===== src/rtl/systolic_feed_scheduler.sv =====
// Drives the diagonally skewed column-valid mask for one tile into the systolic
// array input stage, counts returned results and reports tile completion.
module systolic_feed_scheduler #(
  parameter int NUM_COLS = 16,
  parameter int LEN_W    = 8,
  parameter int STEP_W   = $clog2(2**LEN_W + NUM_COLS)
) (
  input  logic                clk,
  input  logic                rst_n,
  input  logic                i_start,
  input  logic [LEN_W-1:0]    i_len,
  input  logic                i_abort,
  output logic                o_busy,
  output logic                o_done,
  output logic                o_start_err,
  output logic [NUM_COLS-1:0] o_valid,
  input  logic                i_ready,
  output logic [STEP_W-1:0]   o_step,
  input  logic                i_res_fire
);

  localparam int CW = STEP_W + 1;

  typedef enum logic [1:0] {S_IDLE, S_FEED, S_DRAIN, S_DONE} state_t;

  state_t              state_q, state_d;
  logic [LEN_W-1:0]    k_q, k_d;
  logic [STEP_W-1:0]   step_q, step_d;
  logic [NUM_COLS-1:0] valid_q, valid_d;
  logic [LEN_W:0]      res_cnt_q, res_cnt_d;
  logic                busy_q, busy_d;
  logic                done_q, done_d;
  logic                err_q, err_d;

  logic [STEP_W-1:0]   step_inc;
  logic [STEP_W-1:0]   t_last;
  logic [NUM_COLS-1:0] mask_inc;
  logic [LEN_W:0]      res_sum;
  logic                fire;
  logic                res_hit;
  logic                res_room;

  assign step_inc = step_q + STEP_W'(1);
  assign t_last   = STEP_W'(k_q) + STEP_W'(NUM_COLS - 2);
  assign fire     = (state_q == S_FEED) && (valid_q != '0) && i_ready;
  assign res_sum  = res_cnt_q + (LEN_W+1)'(i_res_fire);
  assign res_room = (res_cnt_q < {1'b0, k_q});
  assign res_hit  = (res_sum >= {1'b0, k_q});

  // Column c is live for steps c .. c+K-1; evaluated for the step we move to.
  generate
    for (genvar gi = 0; gi < NUM_COLS; gi++) begin : g_mask
      localparam logic [CW-1:0] COL = CW'(gi);
      assign mask_inc[gi] = ({1'b0, step_inc} >= COL) &&
                            ({1'b0, step_inc} < (COL + CW'(k_q)));
    end
  endgenerate

  always_comb begin
    state_d   = state_q;
    k_d       = k_q;
    step_d    = step_q;
    valid_d   = valid_q;
    res_cnt_d = res_cnt_q;
    err_d     = 1'b0;

    if (i_abort) begin
      state_d   = S_IDLE;
      valid_d   = '0;
      step_d    = '0;
      res_cnt_d = '0;
    end else begin
      case (state_q)
        S_IDLE: begin
          if (i_start) begin
            if (i_len != '0) begin
              state_d   = S_FEED;
              k_d       = i_len;
              step_d    = '0;
              valid_d   = NUM_COLS'(1);
              res_cnt_d = '0;
            end else begin
              err_d = 1'b1;
            end
          end
        end
        S_FEED: begin
          err_d = i_start;
          if (i_res_fire && res_room) res_cnt_d = res_sum;
          if (fire) begin
            if (step_q == t_last) begin
              valid_d = '0;
              state_d = S_DRAIN;
            end else begin
              step_d  = step_inc;
              valid_d = mask_inc;
            end
          end
        end
        S_DRAIN: begin
          err_d = i_start;
          if (i_res_fire && res_room) res_cnt_d = res_sum;
          if (res_hit) state_d = S_DONE;
        end
        S_DONE: begin
          err_d   = i_start;
          state_d = S_IDLE;
        end
        default: state_d = S_IDLE;
      endcase
    end

    busy_d = (state_d != S_IDLE);
    done_d = (state_d == S_DONE);
  end

  always_ff @(posedge clk or negedge rst_n) begin
    if (!rst_n) begin
      state_q   <= S_IDLE;
      k_q       <= '0;
      step_q    <= '0;
      valid_q   <= '0;
      res_cnt_q <= '0;
      busy_q    <= 1'b0;
      done_q    <= 1'b0;
      err_q     <= 1'b0;
    end else begin
      state_q   <= state_d;
      k_q       <= k_d;
      step_q    <= step_d;
      valid_q   <= valid_d;
      res_cnt_q <= res_cnt_d;
      busy_q    <= busy_d;
      done_q    <= done_d;
      err_q     <= err_d;
    end
  end

  assign o_busy      = busy_q;
  assign o_done      = done_q;
  assign o_start_err = err_q;
  assign o_valid     = valid_q;
  assign o_step      = step_q;

endmodule


===== config.mk =====
export PLATFORM = sky130hd
export DESIGN_NAME = systolic_feed_scheduler
export DESIGN_NICKNAME = d
export VERILOG_FILES = /design/src/rtl/systolic_feed_scheduler.sv
export SDC_FILE = /design/constraint.sdc
export NUM_CORES = 1
export LEC_CHECK = 0
export BUFFER_PORTS_ARGS = -buffer_cell sky130_fd_sc_hd__buf_2
export CORE_MARGIN = 5
export CORE_UTILIZATION = 63
export CTS_CLUSTER_SIZE = 24
export DETAILED_ROUTE_END_ITERATION = 10
export GPL_TIMING_DRIVEN = 0
export HOLD_SLACK_MARGIN = 0.1
export PLACE_DENSITY_LB_ADDON = 0.2
export SLEW_MARGIN = 40
export SYNTH_ARGS = -nofsm -noshare
export SYNTH_HDL_FRONTEND = slang
export SYNTH_SLANG_ARGS = --single-unit

===== constraint.sdc =====
create_clock -name clk -period 4.1 [get_ports clk]
set_input_delay 0.41 -clock clk [delete_from_list [all_inputs] [get_ports clk]]
set_output_delay 0.41 -clock clk [all_outputs]
set_load 0.02 [all_outputs]

==> impl_metrics.csv <==
group,metric,value,unit
routing,drt_iter0_markers,578,
routing,ant_nets,0,
pwr,p_total,4.40,mW
timing,max_freq,268,MHz
floorplan,die_y,113,um
logic_synthesis,yosysWarnings,0,
floorplan,io_pins,42,
routing,via_per_inst,6.62,
timing,slew_headroom,45.5,%
worst_hold_path,timing.hold.worst.start,"i_len[1]",
final_layout,final_cells,961,
grt,grt.overflow.total,0,
floorplan,num_rows,37,
pwr,p_int,2.09,mW
grt,grt_pass1_vias,6380,
logic_synthesis,syn_area,0.00673,sq mm
floorplan,initial_core_util,64.9,%
setup_path,path_cells,"clkbuf_1 -> inv_1 -> ha_1 -> inv_1 -> a21oi_1 -> nor2_1 -> xnor2_1 -> ha_1 -> a21oi_1 -> nor2_1 -> a211oi_1 -> o21ai_0 -> a21oi_1 -> a32o_1",
routing,vias,6362,
clocking,clockRootBuffer,"clkbuf_8",
timing,hold_viol_final,0,
setup_path,path_buf_inv,3,
floorplan,fp.dieW,113,um
grt,track_usage,31.5,%
clocking,post_cts_buffers,0,
pwr,ir_drop,0.433,mV
pwr,p_sw_share,52.4,%
place,portBuffers,40,
routing,drt_wl_total,20.0,mm
pwr,clockPowerShare,8.9,%
pwr,switching_power,2.31,mW
logic_synthesis,ys_seq_elements,47,
timing,worst_pin_slew,817,ps
logic_synthesis,synthCells,768,
place,dp_hpwl,15.7,mm
logic_synthesis,synth_edf_count,0,
routing,dr.pass1.iters,6,
floorplan,fp.dieArea,0.0129,sq mm
logic_synthesis,synth_flop_cell,"dfrtp_1",
job,drv_cap,0,
routing,wl_per_cell,20.8,um
final_layout,fill_cells,824,
run_status,status,"finished clean",
logic_synthesis,synth_nets,929,
pwr,combPwrFrac,77.3,%
grt,antenna_found_initial,1,
logic_synthesis,synth.area.top_cells,"ha_1, dfrtp_1, xnor2_1, a21oi_1, nand2_1",
timing,period_share,90.9,%
setup_path,crit_fanout,9,
clocking,cts_sinks,47,
final_layout,drive_gt1_share,13.7,%
logic_synthesis,ys_async_sr_fraction,100,%
setup_path,critPathKind,"flip-flop to flip-flop",
timing,rsz0062_at_grt,"false",
timing,finalCriticalPeriod,3730,ps
timing,setup_ws,374,ps
logic_synthesis,yosysSeqAreaShare,17.5,%
final_layout,diodes,0,
place,dp.cells,952,
worst_hold_path,hold_class,"primary input to flip-flop",
logic_synthesis,avgSynthCellArea,8.77,sq um
setup_path,startpoint_type,"flip-flop",
pwr,leakage,3.67,nW
setup_path,critical_path.max_stage_delay,480,ps
final_layout,fin_area,0.00742,sq mm
routing,route.detailed.drc,0,
setup_path,end_kind,"flip-flop",
place,place_ws,291,ps
setup_path,reg2reg_from,"k_q[2]$_DFFE_PN0P_",
clocking,clock_path_buffers,2,
setup_path,crit_path_start,"k_q[2]$_DFFE_PN0P_",
place,place.gp.congestion,1.01,
setup_path,crit_path_frequent_cell,"a21oi_1",
clocking,clkTransAtPathRegs,110,ps
timing,fin_skew,15.0,ps
final_layout,nets,985,
clocking,tritoncts,"done",
clocking,cts_max_level,2,
logic_synthesis,synth_top_cell_by_area,"ha_1",
pwr,p_per_area,594,mW/mm^2
logic_synthesis,synth_top_area_share,27.3,%
setup_path,crit_required,4370,ps
floorplan,core,0.0104,sq mm
setup_path,cp_slowest_cell,"dfrtp_1",
logic_synthesis,synth_cell_types,75,
pwr,sequentialPowerShare,13.8,%
grt,grt_max_degree,48,
grt,grt_pass1_wl,32.6,mm
logic_synthesis,synth_common_cells,"ha_1, xnor2_1, nand2_1, a21oi_1, dfrtp_1",
timing,maxSlewViolCount,0,
place,place_area,0.00728,sq mm
timing,fin_tns_setup,0,ps
setup_path,worstPathArrival,4000,ps
clocking,cts_buffers,5,
timing,setup_viol,0,
final_layout,areaGrowthSynthToFinish,10.2,%
clocking,clk_latency,330,ps
setup_path,path_delay_family,"compound AO/OA/AOI/OAI gates",
logic_synthesis,synth_most_common_cell,"ha_1",
## power by group through the flow
| stage | Sequential, mW | Clock, mW | Combinational (mW) |
|---|---|---|---|
| after detailed placement | 0.614 | 0 | 3.32 |
| after floorplan | 0.605 | 0 | 2.51 |
| after CTS | 0.605 | 0.391 | 3.34 |
| after global routing | 0.616 | 0.411 | 3.74 |
| final | 0.607 | 0.393 | 3.40 |
| after global placement | 0.610 | 0 | 3.14 |
## registers in the layout (all words and copies together) (netlist names)
signal	count
state_q	2
k_q	8
o_valid	16
o_start_err	1
o_busy	1
o_step	9
res_cnt_q	9
o_done	1
## final cells by class
class | instances | area, sq um | area share, %
clock inverters | 2 | 35.0 | 0.472
repair buffers | 49 | 299 | 4.03
flip-flops and latches | 47 | 1180 | 15.9
well taps | 136 | 170 | 2.29
clock buffers | 6 | 82.6 | 1.11
multi-input cells | 648 | 5310 | 71.6
inverters | 38 | 146 | 1.97
plain buffers | 35 | 196 | 2.65
## layer usage
metal | vias up | track usage [%] | wire [um]
met5 | - | 0 | 13
met4 | 2 | 12.0 | 659
met3 | 78 | 5.57 | 1780
met2 | 348 | 51.9 | 9110
met1 | 3012 | 41.3 | 8410
li1 | 2922 | - | -
## cell usage in the layout, fill, tap and decap left out, types with 5 or more instances in the layout
master       n
clkbuf_8     6
inv_1       34
nor4_1       7
o21a_1       5
nand2b_1    18
nor2b_1     12
ha_1       147
and3_1       8
a32o_1       9
a21oi_1     53
a22o_1      12
o21ai_0     19
o2111ai_1    8
buf_6        6
a211oi_1    14
nor2_1      46
xnor2_1     71
dfrtp_1     46
nor3_1      10
a221oi_1     6
o211ai_1     5
nand3_1     26
buf_2       47
clkbuf_1    15
buf_4        9
nand2_1     56
mux2_2       8
mux2i_1      6
xor2_1       8
a21o_1      15
## per-stage QoR
stage	utilization, %	hold slack [ps]
final	71.5	331
after global routing	71.5	332
after CTS	71.5	321
after detailed placement	70.2	452
after global placement	68.5	503
after floorplan	-	114
## final timing paths
check | end | slack (ps) | depth (start not counted)
worst min-delay path | k_q[1]$_DFFE_PN0P_ | 330 | 2
min in group asynchronous | o_valid[13]$_DFFE_PN0P_ | 610 | 2
worst max-delay path | o_valid[7]$_DFFE_PN0P_ | 370 | 14
worst max register to register | o_valid[7]$_DFFE_PN0P_ | 370 | 14
worst min register to register | o_valid[12]$_DFFE_PN0P_ | 540 | 1
max in group asynchronous | o_step[0]$_DFFE_PN0P_ | 3060 | 2
## cell families (layout without fill, tap and decap cells)
kind of cell             count (synthesis)  after routing  share of synthesized area, %
AND/OR/NAND/NOR                        208            208                          15.7
XOR/XNOR                                89             89                          12.2
multiplexers                            15             15                          2.45
AO/OA/AOI/OAI                          189            189                          19.9
flip-flops                              47             47                          17.5
buffers and inverters                   73            130                          5.00
adder cells (fa/ha/maj)                147            147                          27.3
## repair_timing
action,in CTS,in global routing
hold buffers,1,0
endpoints found under the setup margin,0,2
hold endpoints to repair,10,0
gates resized for setup,0,2
No activity file was read; power rests on OpenSTA's default activity.
